### config.mk
export PLATFORM = sky130hd
export DESIGN_NAME = ctrl_sequencer_flat
export DESIGN_NICKNAME = d
export VERILOG_FILES = /design/src/rtl/ctrl_sequencer_if.sv /design/src/rtl/ctrl_sequencer.sv /design/src/flat_wrapper.sv
export SDC_FILE = /design/constraint.sdc
export NUM_CORES = 1
export LEC_CHECK = 0
export BUFFER_PORTS_ARGS = -buffer_cell sky130_fd_sc_hd__buf_2
export CAP_MARGIN = 20
export CORE_MARGIN = 2
export CORE_UTILIZATION = 40
export DETAILED_ROUTE_END_ITERATION = 16
export PLACE_DENSITY = 0.84
export SYNTH_ARGS = -nofsm -noshare
export SYNTH_HDL_FRONTEND = slang
export SYNTH_SLANG_ARGS = --single-unit
### constraint.sdc
create_clock -name CLK -period 3.9 [get_ports CLK]
set_input_delay 0.585 -clock CLK [delete_from_list [all_inputs] [get_ports CLK]]
set_output_delay 0.585 -clock CLK [all_outputs]
set_load 0.01 [all_outputs]
### src/rtl/ctrl_sequencer_if.sv
// Handshake bundle between ctrl_sequencer and the datapath/host.
// master = sequencer side, slave = datapath/host side.
interface ctrl_sequencer_if #(
    parameter int CNT_W = 16
);
    logic             START;
    logic [3:0]       opcode;
    logic             fcode;
    logic             DONE;
    logic             dp_start;
    logic             pc_stall;
    logic             CTRL_branch_rel_nz;
    logic             CTRL_branch_rel_z;
    logic             CTRL_branch_abs;
    logic             CTRL_reg_write_en;
    logic             CTRL_reg_sel;
    logic             CTRL_lut_in;
    logic             CTRL_mem_to_reg;
    logic             CTRL_alu_src;
    logic             CTRL_alu_sc_in;
    logic             CTRL_read_mem;
    logic             CTRL_write_mem;
    logic [2:0]       CTRL_alu_op;
    logic             halted;
    logic [CNT_W-1:0] retired;
    logic [CNT_W-1:0] stall_cycles;

    modport master (
        input  START, opcode, fcode, DONE,
        output dp_start, pc_stall,
               CTRL_branch_rel_nz, CTRL_branch_rel_z, CTRL_branch_abs,
               CTRL_reg_write_en, CTRL_reg_sel, CTRL_lut_in, CTRL_mem_to_reg,
               CTRL_alu_src, CTRL_alu_sc_in, CTRL_read_mem, CTRL_write_mem,
               CTRL_alu_op, halted, retired, stall_cycles
    );

    modport slave (
        output START, opcode, fcode, DONE,
        input  dp_start, pc_stall,
               CTRL_branch_rel_nz, CTRL_branch_rel_z, CTRL_branch_abs,
               CTRL_reg_write_en, CTRL_reg_sel, CTRL_lut_in, CTRL_mem_to_reg,
               CTRL_alu_src, CTRL_alu_sc_in, CTRL_read_mem, CTRL_write_mem,
               CTRL_alu_op, halted, retired, stall_cycles
    );
endinterface

### src/rtl/ctrl_sequencer.sv
// Multi-cycle control sequencer: opcode decode, init pulse, LW stall, halt.
// Define CTRL_PERF_CNT_EN to build the retired/stall_cycles counters.
module ctrl_sequencer #(
    parameter int CNT_W = 16
) (
    input  logic               CLK,
    input  logic               reset_n,
    ctrl_sequencer_if.master   bus
);
    typedef enum logic [2:0] {
        S_IDLE  = 3'd0,
        S_INIT  = 3'd1,
        S_RUN   = 3'd2,
        S_LOAD2 = 3'd3,
        S_HALT  = 3'd4
    } state_t;

    localparam logic [3:0] OP_ADD  = 4'b0000;
    localparam logic [3:0] OP_SUB  = 4'b0001;
    localparam logic [3:0] OP_AND  = 4'b0010;
    localparam logic [3:0] OP_OR   = 4'b0011;
    localparam logic [3:0] OP_XOR  = 4'b0100;
    localparam logic [3:0] OP_SHL  = 4'b0101;
    localparam logic [3:0] OP_SHR  = 4'b0110;
    localparam logic [3:0] OP_ADDI = 4'b0111;
    localparam logic [3:0] OP_LW   = 4'b1000;
    localparam logic [3:0] OP_SW   = 4'b1001;
    localparam logic [3:0] OP_BZ   = 4'b1010;
    localparam logic [3:0] OP_BNZ  = 4'b1011;
    localparam logic [3:0] OP_JMP  = 4'b1100;
    localparam logic [3:0] OP_CMP  = 4'b1101;
    localparam logic [3:0] OP_LINK = 4'b1110;
    localparam logic [3:0] OP_SYS  = 4'b1111;

    state_t state_q, state_d;
    logic   decode_en;

    always_ff @(posedge CLK or negedge reset_n) begin
        if (!reset_n) begin
            state_q <= S_IDLE;
        end else begin
            state_q <= state_d;
        end
    end

    // START outranks DONE, so a simultaneous DONE does not blank the decode.
    assign decode_en = bus.START || !bus.DONE;

    always_comb begin
        state_d                = state_q;
        bus.dp_start           = 1'b0;
        bus.pc_stall           = 1'b1;
        bus.halted             = 1'b0;
        bus.CTRL_branch_rel_nz = 1'b0;
        bus.CTRL_branch_rel_z  = 1'b0;
        bus.CTRL_branch_abs    = 1'b0;
        bus.CTRL_reg_write_en  = 1'b0;
        bus.CTRL_reg_sel       = 1'b0;
        bus.CTRL_lut_in        = 1'b0;
        bus.CTRL_mem_to_reg    = 1'b0;
        bus.CTRL_alu_src       = 1'b0;
        bus.CTRL_alu_sc_in     = 1'b0;
        bus.CTRL_read_mem      = 1'b0;
        bus.CTRL_write_mem     = 1'b0;
        bus.CTRL_alu_op        = 3'b000;

        case (state_q)
            S_IDLE: begin
                if (bus.START) state_d = S_INIT;
            end
            S_INIT: begin
                bus.dp_start = 1'b1;
                state_d      = S_RUN;
            end
            S_RUN: begin
                if (bus.START)                            state_d = S_INIT;
                else if (bus.DONE)                        state_d = S_HALT;
                else if (bus.opcode == OP_LW)             state_d = S_LOAD2;
                else if (bus.opcode == OP_SYS && bus.fcode) state_d = S_HALT;

                if (decode_en) begin
                    bus.pc_stall = 1'b0;
                    case (bus.opcode)
                        OP_ADD, OP_SUB, OP_AND, OP_OR, OP_XOR: begin
                            bus.CTRL_alu_op       = bus.opcode[2:0];
                            bus.CTRL_reg_write_en = 1'b1;
                        end
                        OP_SHL, OP_SHR: begin
                            bus.CTRL_alu_op       = bus.opcode[2:0];
                            bus.CTRL_alu_sc_in    = bus.fcode;
                            bus.CTRL_reg_write_en = 1'b1;
                        end
                        OP_ADDI: begin
                            bus.CTRL_alu_src      = 1'b1;
                            bus.CTRL_reg_write_en = 1'b1;
                        end
                        OP_LW: begin
                            bus.CTRL_read_mem = 1'b1;
                            bus.pc_stall      = 1'b1;
                        end
                        OP_SW:   bus.CTRL_write_mem     = 1'b1;
                        OP_BZ:   bus.CTRL_branch_rel_z  = 1'b1;
                        OP_BNZ:  bus.CTRL_branch_rel_nz = 1'b1;
                        OP_JMP: begin
                            bus.CTRL_branch_abs = 1'b1;
                            bus.CTRL_lut_in     = bus.fcode;
                        end
                        OP_CMP:  bus.CTRL_alu_op = 3'b001;
                        OP_LINK: begin
                            bus.CTRL_reg_sel      = 1'b1;
                            bus.CTRL_reg_write_en = 1'b1;
                        end
                        default: begin
                            // 1111: NOP when fcode=0, HALT (PC held) when fcode=1
                            bus.pc_stall = bus.fcode;
                        end
                    endcase
                end
            end
            S_LOAD2: begin
                if (bus.START)     state_d = S_INIT;
                else if (bus.DONE) state_d = S_HALT;
                else               state_d = S_RUN;

                if (decode_en) begin
                    bus.pc_stall          = 1'b0;
                    bus.CTRL_read_mem     = 1'b1;
                    bus.CTRL_mem_to_reg   = 1'b1;
                    bus.CTRL_reg_write_en = !bus.START;
                end
            end
            S_HALT: begin
                bus.halted = 1'b1;
                if (bus.START) state_d = S_INIT;
            end
            default: state_d = S_IDLE;
        endcase
    end

`ifdef CTRL_PERF_CNT_EN
    localparam logic [CNT_W-1:0] CNT_ONE = {{(CNT_W-1){1'b0}}, 1'b1};

    logic [CNT_W-1:0] retired_q, stall_q;
    logic             retire_inc, stall_inc;

    // Instructions aborted by START or cut off by DONE never complete.
    assign retire_inc = !bus.START && !bus.DONE &&
                        ((state_q == S_LOAD2) ||
                         (state_q == S_RUN && bus.opcode != OP_LW &&
                          !(bus.opcode == OP_SYS && bus.fcode)));
    assign stall_inc  = !bus.START && !bus.DONE &&
                        state_q == S_RUN && bus.opcode == OP_LW;

    always_ff @(posedge CLK or negedge reset_n) begin
        if (!reset_n) begin
            retired_q <= '0;
            stall_q   <= '0;
        end else if (state_q == S_INIT) begin
            retired_q <= '0;
            stall_q   <= '0;
        end else begin
            if (retire_inc && retired_q != '1) retired_q <= retired_q + CNT_ONE;
            if (stall_inc && stall_q != '1)    stall_q   <= stall_q + CNT_ONE;
        end
    end

    assign bus.retired      = retired_q;
    assign bus.stall_cycles = stall_q;
`else
    assign bus.retired      = {CNT_W{1'b0}};
    assign bus.stall_cycles = {CNT_W{1'b0}};
`endif
endmodule

### src/flat_wrapper.sv
// flat-port wrapper written by rule: the top's interface ports become plain ports
module ctrl_sequencer_flat 
#(
    parameter int CNT_W = 16
)
  (CLK, reset_n, bus_START, bus_opcode, bus_fcode, bus_DONE, bus_dp_start, bus_pc_stall, bus_CTRL_branch_rel_nz, bus_CTRL_branch_rel_z, bus_CTRL_branch_abs, bus_CTRL_reg_write_en, bus_CTRL_reg_sel, bus_CTRL_lut_in, bus_CTRL_mem_to_reg, bus_CTRL_alu_src, bus_CTRL_alu_sc_in, bus_CTRL_read_mem, bus_CTRL_write_mem, bus_CTRL_alu_op, bus_halted, bus_retired, bus_stall_cycles);
  ctrl_sequencer_if #(.CNT_W(CNT_W)) bus_i ();
  input  logic CLK;
  input  logic reset_n;
  input wire logic [$bits(bus_i.START)-1:0] bus_START;
  input wire logic [$bits(bus_i.opcode)-1:0] bus_opcode;
  input wire logic [$bits(bus_i.fcode)-1:0] bus_fcode;
  input wire logic [$bits(bus_i.DONE)-1:0] bus_DONE;
  output wire logic [$bits(bus_i.dp_start)-1:0] bus_dp_start;
  output wire logic [$bits(bus_i.pc_stall)-1:0] bus_pc_stall;
  output wire logic [$bits(bus_i.CTRL_branch_rel_nz)-1:0] bus_CTRL_branch_rel_nz;
  output wire logic [$bits(bus_i.CTRL_branch_rel_z)-1:0] bus_CTRL_branch_rel_z;
  output wire logic [$bits(bus_i.CTRL_branch_abs)-1:0] bus_CTRL_branch_abs;
  output wire logic [$bits(bus_i.CTRL_reg_write_en)-1:0] bus_CTRL_reg_write_en;
  output wire logic [$bits(bus_i.CTRL_reg_sel)-1:0] bus_CTRL_reg_sel;
  output wire logic [$bits(bus_i.CTRL_lut_in)-1:0] bus_CTRL_lut_in;
  output wire logic [$bits(bus_i.CTRL_mem_to_reg)-1:0] bus_CTRL_mem_to_reg;
  output wire logic [$bits(bus_i.CTRL_alu_src)-1:0] bus_CTRL_alu_src;
  output wire logic [$bits(bus_i.CTRL_alu_sc_in)-1:0] bus_CTRL_alu_sc_in;
  output wire logic [$bits(bus_i.CTRL_read_mem)-1:0] bus_CTRL_read_mem;
  output wire logic [$bits(bus_i.CTRL_write_mem)-1:0] bus_CTRL_write_mem;
  output wire logic [$bits(bus_i.CTRL_alu_op)-1:0] bus_CTRL_alu_op;
  output wire logic [$bits(bus_i.halted)-1:0] bus_halted;
  output wire logic [$bits(bus_i.retired)-1:0] bus_retired;
  output wire logic [$bits(bus_i.stall_cycles)-1:0] bus_stall_cycles;
  assign bus_i.START = bus_START;
  assign bus_i.opcode = bus_opcode;
  assign bus_i.fcode = bus_fcode;
  assign bus_i.DONE = bus_DONE;
  assign bus_dp_start = bus_i.dp_start;
  assign bus_pc_stall = bus_i.pc_stall;
  assign bus_CTRL_branch_rel_nz = bus_i.CTRL_branch_rel_nz;
  assign bus_CTRL_branch_rel_z = bus_i.CTRL_branch_rel_z;
  assign bus_CTRL_branch_abs = bus_i.CTRL_branch_abs;
  assign bus_CTRL_reg_write_en = bus_i.CTRL_reg_write_en;
  assign bus_CTRL_reg_sel = bus_i.CTRL_reg_sel;
  assign bus_CTRL_lut_in = bus_i.CTRL_lut_in;
  assign bus_CTRL_mem_to_reg = bus_i.CTRL_mem_to_reg;
  assign bus_CTRL_alu_src = bus_i.CTRL_alu_src;
  assign bus_CTRL_alu_sc_in = bus_i.CTRL_alu_sc_in;
  assign bus_CTRL_read_mem = bus_i.CTRL_read_mem;
  assign bus_CTRL_write_mem = bus_i.CTRL_write_mem;
  assign bus_CTRL_alu_op = bus_i.CTRL_alu_op;
  assign bus_halted = bus_i.halted;
  assign bus_retired = bus_i.retired;
  assign bus_stall_cycles = bus_i.stall_cycles;
  ctrl_sequencer #(.CNT_W(CNT_W)) u_core (.CLK(CLK), .reset_n(reset_n), .bus(bus_i));
endmodule
# Word-level counts from Yosys, hierarchy flattened
# Index checks and enable logic that the tools add are counted.
[word_totals]
register_bits = 3
inputBits = 9
out_inout_bits = 49
word_cells = 84
[op_classes]
eq_ne = 21
n_mux = 50
n_reduce_logical = 12
[ops]
columns = ["cell", "count"]
rows = [
  ["two-way mux 1 bit", 35],
  ["equality test 4 bit, second input constant", 8],
  ["two-way mux 3 bit", 9],
  ["equality test 4 x 3 -> 1 bit, second input constant", 4],
  ["OR reduction 14 bit", 1],
  ["case mux 3 bit (4 select lines)", 1],
  ["OR reduction 9 bit", 1],
  ["equality test 4 x 2 -> 1 bit, second input constant", 2],
  ["case mux 1 bit (2 select lines)", 4],
  ["OR reduction 7 bit", 1],
  ["equality test 3 x 2 -> 1 bit, second input constant", 2],
  ["case mux 3 bit (2 select lines)", 1],
  ["inequality test 5 x 3 -> 1 bit, second input constant", 1],
  ["equality test 4 x 1 -> 1 bit, second input constant", 1],
  ["zero test 4 bit", 1],
  ["OR reduction 2 bit", 2],
  ["equality test 3 x 1 -> 1 bit, second input constant", 1],
  ["equality test 3 bit, second input constant", 1],
  ["zero test 3 bit", 1],
  ["zero test 1 bit", 2],
  ["inequality test 2 x 1 -> 1 bit, second input constant", 1],
  ["AND reduction 2 bit", 1],
  ["logical AND 1 bit", 1],
  ["logical OR 1 bit", 1],
]

# Depth between registers and ports, before layout
# Gate-level depths: netlist of run 1.
[logic_depth]
depth_word = 7
depth_mapped = 4
depth_no_buf = 3

# Worst setup path before layout of run 1
# Ideal clock, no wire load.
[synth_timing]
kind = "input to output"
start = "in bus_START"
end = "out bus_CTRL_alu_op[0]"
arrival_time_ps = 1297
required_ps = 3315
path_slack_ps = 2018
path_stages = 3
cell_sequence = "nand2b_1 -> nand2_1 -> a2111oi_2"
[synth_via]
elab_chain_len = 3
[synth_lines]
columns = ["element", "line_no", "source"]
rows = [
  ["start: declaration", "flat_wrapper.sv:10", "input wire logic [$bits(bus_i.START)-1:0] bus_START;"],
  ["logical OR 1 bit", "ctrl_sequencer.sv:47", "assign decode_en = bus.START || !bus.DONE;"],
  ["two-way mux 3 bit", "ctrl_sequencer.sv:81", "if (decode_en) begin"],
  ["two-way mux 3 bit", "ctrl_sequencer.sv:67", "case (state_q)"],
  ["end: declaration", "flat_wrapper.sv:27", "output wire logic [$bits(bus_i.CTRL_alu_op)-1:0] bus_CTRL_alu_op;"],
]
# Every way passes these cells.

# Worst setup path in the final report of run 1
[layout_timing]
start = "reg u_core.state_q[0]"
end = "out bus_CTRL_lut_in"
[layout_via]
elab_chain_len = 2
[layout_lines]
columns = ["element", "line_no", "source"]
rows = [
  ["start: declaration", "ctrl_sequencer.sv:35", "state_t state_q, state_d;"],
  ["start signal: assignment", "ctrl_sequencer.sv:42", "state_q <= state_d;"],
  ["equality test 3 x 2 -> 1 bit", "ctrl_sequencer.sv:67", ""],
  ["two-way mux 1 bit", "ctrl_sequencer.sv:67", ""],
  ["end: declaration", "flat_wrapper.sv:21", "output wire logic [$bits(bus_i.CTRL_lut_in)-1:0] bus_CTRL_lut_in;"],
]
# Every way passes these cells.

==> reports/qor.yml, run 1 <==
synth:
  ys_ff_latch: 3
  synth_cell_types: 29
  yosysSeqAreaShare: 0.113
  synth.avg_cell_area_um2: 7.67
  synth_top_area_frac: 0.360
  yosys_warnings: 0
  syn_inst: 87
  syn_area_um2: 667
  synth.area.top_cells: "buf_4, dfrtp_1, a2111oi_2"
  synth_top_area_cell: "buf_4"
worst_setup_path:
  cp_slowest_stage_delay_ps: 470
  crit_arrival_ps: 1620
  cp_slowest_cell: "dfrtp_1"
  cp_max_fo: 9
  start_kind: "register"
  critPathKind: "register to output pin"
  required_ps: 3310
  critPathCaptureType: "output pin"
  crit_chain: "nor3b_4 > nand4_1 > nor4b_2 > buf_2"
  crit_family: "simple AND/OR/NAND/NOR gates"
  cp_num_buf_inv: 1
finish:
  fillerInstances: 180
  drive_gt1_frac: 0.304
  largest_reg_flops: 3
  largest_registers: "u_core.state_q: 3 flops"
  fin_area_um2: 678
  area_growth_pct: 1.69
  postLayoutCoreUtil: 0.440
  regMostFlops: "u_core.state_q"
  nets: 122
  diodes: 0
  final_cell_mix: "conb_1, buf_2, nor2_1, nand2_1"
  final_common_cell: "conb_1"
place:
  dp_hpwl_um: 1010
  io_buffers: 25
  dp_worst_setup_slack_ps: 1750
  place_congestion: 0.854
  dpl_cell_area_um2: 652
clock_network:
  root_buffer: "clkbuf_4"
  clkLatencyLatePin_ps: 220
  hold_buffers: 0
  cts_tree: "done"
  cts_max_level: 1
  cts_buffers: 3
  path_clk_slew_ps: 40
  cts_sinks: 3
  cts_resized: 0
  post_cts_buffers: 0
  clock_path_buffers: 2
sta:
  final.setup.tns_ps: 0
  max_freq_mhz: 453
  worst_slack_ps: 1690
  skew_ps: 2.55
  finalCritPeriodShare: 0.567
  rsz0062_at_grt: "no"
  post-route-min-period_ps: 2210
  setup_viol: 0
  slew_viol_final: 0
  finalHoldViolCount: 0
route:
  antenna_left: 0
  via_per_inst: 4.59
  drt_wl_total_um: 1230
  vias: 587
  drtIter0Drc: 11
  wl_per_cell_um: 9.58
  dr.pass1.iters: 4
  drc_errors: 0
pwr:
  power_density_mw_per_mm2: 378
  max-vdd-ir-drop_mv: 0.262
  p_leak_nw: 0.373
grt:
  grt_max_degree: 13
  grt_pass1_wl_um: 1770
  gr-total-overflow: 0
  grt_pass1_vias: 428
  grt_use_total: 0.116
  antenna_found_initial: 0
floorplan:
  coreArea_mm2: 0.00154
  die_x_um: 44.8
  pin_count: 58
  start_util: 0.433
  std_cell_rows: 14
  die_y_um: 44.8
  die-area_mm2: 0.00201
status:
  status: "finished, final reports clean"
run:
  cap_violations: 0
worst_hold_path:
  hp-class: "input port to async pin"
==> layout make-up <==
cell class,count,area (µm²),share of cell area
multi-input combinational,78,424,0.625
timing repair buffer,25,125,0.185
sequential,3,75.1,0.111
clock buffer,4,26.3,0.0387
tap,16,20.0,0.0295
inverter,2,7.51,0.0111
==> Yosys cell counts (all sizes together) <==
cell type  count
and2b          2
a31oi          1
or3            1
nand3          2
o211ai         1
nand2b         4
o41ai          1
buf           34
o31a           1
a2111oi        2
xor2           1
o21bai         1
conb           1
and3           1
nor2           7
inv            2
nor3           2
o21ai          1
nand4          2
nor3b          3
a21oi          4
clkbuf         1
nor4b          1
a211oi         1
dfrtp          3
nand4b         1
nand2          6
==> cell families after synthesis <==
group / synth area share
other cells: 0.00562
xor+xnor: 0.0131
buf+inv: 0.426
compound gates: 0.152
simple gates: 0.291
flops: 0.113
==> power by group <==
| group | switching, W | total (W) | internal [W] |
|---|---|---|---|
| combinational | 0.0000832 | 0.000142 | 0.0000584 |
| sequential | 0.0000210 | 0.0000632 | 0.0000422 |
| clock | 0.0000136 | 0.0000518 | 0.0000382 |
| total | 0.000118 | 0.000257 | 0.000139 |
==> through the flow <==
step | total power, W | std cells | hold slack, ps
global route | 0.000281 | 128 | 141
CTS | 0.000258 | 128 | 145
floorplan | 0.000195 | 118 | 289
finish | 0.000257 | 128 | 148
global placement | 0.000201 | 124 | 381
detailed placement | 0.000204 | 124 | 385
==> final timing paths <==
check / startpoint / to / slack [ps] / cells past startpoint
max in group asynchronous: reset_n / u_core.state_q[0] / 3640 / 1
worst max register to register: u_core.state_q[0] / u_core.state_q[2] / 2630 / 3
worst min register to register: u_core.state_q[0] / u_core.state_q[0] / 670 / 1
worst max-delay path: u_core.state_q[0] / bus_CTRL_lut_in / 1690 / 4
min in group CLK: bus_START / u_core.state_q[2] / 560 / 2
worst min-delay path: reset_n / u_core.state_q[2] / 150 / 1
==> layer usage <==
layer / global-route usage / share of wire / vias to the layer above / routed length (µm)
li1: - / - / 285 / -
met1: 0.161 / 0.40 / 268 / 491
met2: 0.180 / 0.51 / 32 / 630
met3: 0.0120 / 0.073 / 2 / 90
met4: 0.0529 / 0.011 / 0 / 13
met5: 0 / 0 / - / 0
No activity file was read; power rests on OpenSTA's default activity.
==> run 2: changes to the inputs <==
--- a/config.mk
+++ b/config.mk
@@ -5,12 +5,13 @@
 export SDC_FILE = /design/constraint.sdc
 export NUM_CORES = 1
 export LEC_CHECK = 0
+export ABC_AREA = 1
 export BUFFER_PORTS_ARGS = -buffer_cell sky130_fd_sc_hd__buf_2
 export CAP_MARGIN = 20
 export CORE_MARGIN = 2
-export CORE_UTILIZATION = 40
+export CORE_UTILIZATION = 38
 export DETAILED_ROUTE_END_ITERATION = 16
-export PLACE_DENSITY = 0.84
+export PLACE_DENSITY = 0.8
 export SYNTH_ARGS = -nofsm -noshare
 export SYNTH_HDL_FRONTEND = slang
 export SYNTH_SLANG_ARGS = --single-unit
==> constraint.sdc (replaced) <==
create_clock -name CLK -period 2.3 [get_ports CLK]
set_input_delay 0.345 -clock CLK [delete_from_list [all_inputs] [get_ports CLK]]
set_output_delay 0.345 -clock CLK [all_outputs]
set_load 0.01 [all_outputs]
==> run 2 against run 1 <==
Hold slack improved by 290 ps; non-clock buffer count rose by 1; sequential power up 69%; cell area grew 9.8%; clock power rose by 75%; combinational power rose by 110%; synthesized cell count is 31% higher; area after synthesis grew 1.3%; sequential share of layout area fell by 0.99 points.
==> reports/qor.yml, run 2 <==
status:
  status: "finished, final reports clean"
worst_hold_path:
  hp-class: "input port to async pin"
grt:
  grt_use_total: 0.132  # +0.0168
  grt_pass1_wl_um: 2060  # +16%
  antenna_found_initial: 0  # unchanged
  gr-total-overflow: 0  # unchanged
  grt_pass1_vias: 548  # +28%
  grt_max_degree: 8  # -5
pwr:
  power_frac_seq: 0.216  # -0.030
  power_density_mw_per_mm2: 664  # +76%
  swShare: 0.519  # +0.0593
  max-vdd-ir-drop_mv: 0.491  # +87%
  intPower_w: 0.000238  # +72%
  clkPwrFrac: 0.183  # -0.019
  p_leak_nw: 0.462  # +24%
  p_comb_frac: 0.600  # +0.048
  p_sw_w: 0.000256  # +120%
sta:
  rsz0062_at_grt: "no"
  final.setup.tns_ps: 0  # unchanged
  max_freq_mhz: 553
  slew_viol_final: 0  # unchanged
  whs_ps: 441  # +294 ps
  skew_ps: 0.675  # -1.88 ps
  finalCritPeriodShare: 0.786
  post-route-min-period_ps: 1810
  setup_viol: 0  # unchanged
  worst_slack_ps: 492  # -1200 ps
  finalHoldViolCount: 0  # unchanged
place:
  place_congestion: 0.781  # -8.6%
  io_buffers: 25  # unchanged
  dp_hpwl_um: 1230  # +22%
  dp_worst_setup_slack_ps: 707  # -1040 ps
  dpl_cell_area_um2: 708  # +8.6%
clock_network:
  clkLatencyLatePin_ps: 230  # about the same
  cts_tree: "done"
  cts_buffers: 3  # unchanged
  root_buffer: "clkbuf_4"
  hold_buffers: 1  # +1
  cts_max_level: 1  # unchanged
  post_cts_buffers: 0  # unchanged
  cts_resized: 0  # unchanged
  clock_path_buffers: 2  # unchanged
  path_clk_slew_ps: 40  # about the same
  cts_sinks: 3  # unchanged
synth:
  yosys-top-cells-count: "buf_4, nand2_1, nor2_1"
  ys.flop_type: "dfrtp_1"
  async_flop_share: 1.00  # unchanged
  synth.area.top_cells: "buf_4, dfrtp_1, nand2_1"
  syn_inst: 114  # +31%
  synth_edf_count: 0  # unchanged
  synth_top_area_frac: 0.356  # -0.00467
  yosysSeqAreaShare: 0.111  # -0.00146
  synth.avg_cell_area_um2: 5.93  # -23%
  synth_top_area_cell: "buf_4"
  yosys_warnings: 0  # unchanged
  synth_cell_types: 17  # -41%
  ys_ff_latch: 3  # unchanged
  syn_area_um2: 676  # +1.3%
  yosys.cell_count.top_type: "buf_4"
worst_setup_path:
  critPathKind: "register to output pin"
  critPathCaptureType: "output pin"
  start_kind: "register"
  cp_max_fo: 4  # -5
  crit_arrival_ps: 1460  # -160 ps
  required_ps: 1960  # -1350 ps
floorplan:
  die_x_um: 46.2  # +3.0%
  start_util: 0.396  # -0.0370
  pin_count: 58  # unchanged
  die-area_mm2: 0.00213  # +6.0%
  die_y_um: 46.2  # +3.0%
  std_cell_rows: 15  # +1
  coreArea_mm2: 0.00171  # +11%
finish:
  largest_reg_flops: 3  # unchanged
  drive_gt1_frac: 0.301  # -0.00287
  area_growth_pct: 10.2
  final_common_cell: "conb_1"
  regMostFlops: "u_core.state_q"
  fin_area_um2: 744  # +9.8%
  postLayoutCoreUtil: 0.436  # -0.00404
  nets: 153  # +25%
  diodes: 0  # unchanged
  final_cell_mix: "conb_1, buf_2, nand2_1, nor2_1, inv_1"
  largest_registers: "u_core.state_q: 3 flops"
route:
  drtIter0Drc: 8  # -3
  antenna_left: 0  # unchanged
  wl_per_cell_um: 8.40  # -12%
  drt_wl_total_um: 1410  # +15%
  via_per_inst: 4.09  # -11%
  dr.pass1.iters: 4  # unchanged
  drc_errors: 0  # unchanged
  vias: 687  # +17%
run:
  cap_violations: 0  # unchanged
run 2: cell types whose count changed after synthesis, moves of 5 or more:
cell	delta
nor2_1	+10
inv_1	+6
nor2_2	+5
nand2_1	+13
nand3_1	+5
run 2: kinds of logic (layout without fill, tap and decap cells):
kind of cell,count (synthesis),count (layout),synth area share
flops,3,3,0.111
buf+inv,44,42,0.422
simple gates,60,60,0.411
other cells,1,32,0.00555
compound gates,6,6,0.0500
run 2: final cells by class:
type,instances,area [µm²]
Timing Repair Buffer,26,135
Inverter,12,45.0
Fill cell,191,963
Sequential cell,3,75.1
Clock buffer,4,26.3
Tap cell,25,31.3
Multi-Input combinational cell,98,432
run 2: routing by layer:
layer  up-vias  part of all wire  track usage
met4         0                 0       0.0514
met1       310              0.38        0.129
met2        28              0.54        0.264
met5         -                 0            0
met3         0             0.072       0.0275
li1        349                 -            -
run 2: power groups by stage:
stage	registers [W]	clock network (W)	logic, W
after global placement	0.000106	0	0.000288
after floorplan	0.000101	0	0.000252
after CTS	0.000106	0.0000967	0.000297
after global routing	0.000110	0.000102	0.000338
final	0.000107	0.0000907	0.000297
after detailed placement	0.000107	0	0.000295
run 2: through the flow:
stage	power, W	instances
floorplan	0.000353	145
global placement	0.000394	163
detailed placement	0.000401	163
finish	0.000494	168
CTS	0.000499	168
global route	0.000551	168
run 2: critical path, cell delays in order (launching register included):
cell     delay, ps
dfrtp_1        400
nor2_2         210
nand2_2         90
nor2_2         160
nand2_1        120
nor3_2         110
buf_2          150
run 2: final timing paths:
kind	from	end	slack [ps]	cells after the start
setup reg to reg	u_core.state_q[0]	u_core.state_q[0]	1120	6
min in group CLK	bus_START	u_core.state_q[0]	530	5
hold reg to reg	u_core.state_q[2]	u_core.state_q[2]	540	2
hold / removal	reset_n	u_core.state_q[0]	440	2
max in group asynchronous	reset_n	u_core.state_q[1]	1750	2
setup / recovery	u_core.state_q[2]	bus_CTRL_write_mem	490	6
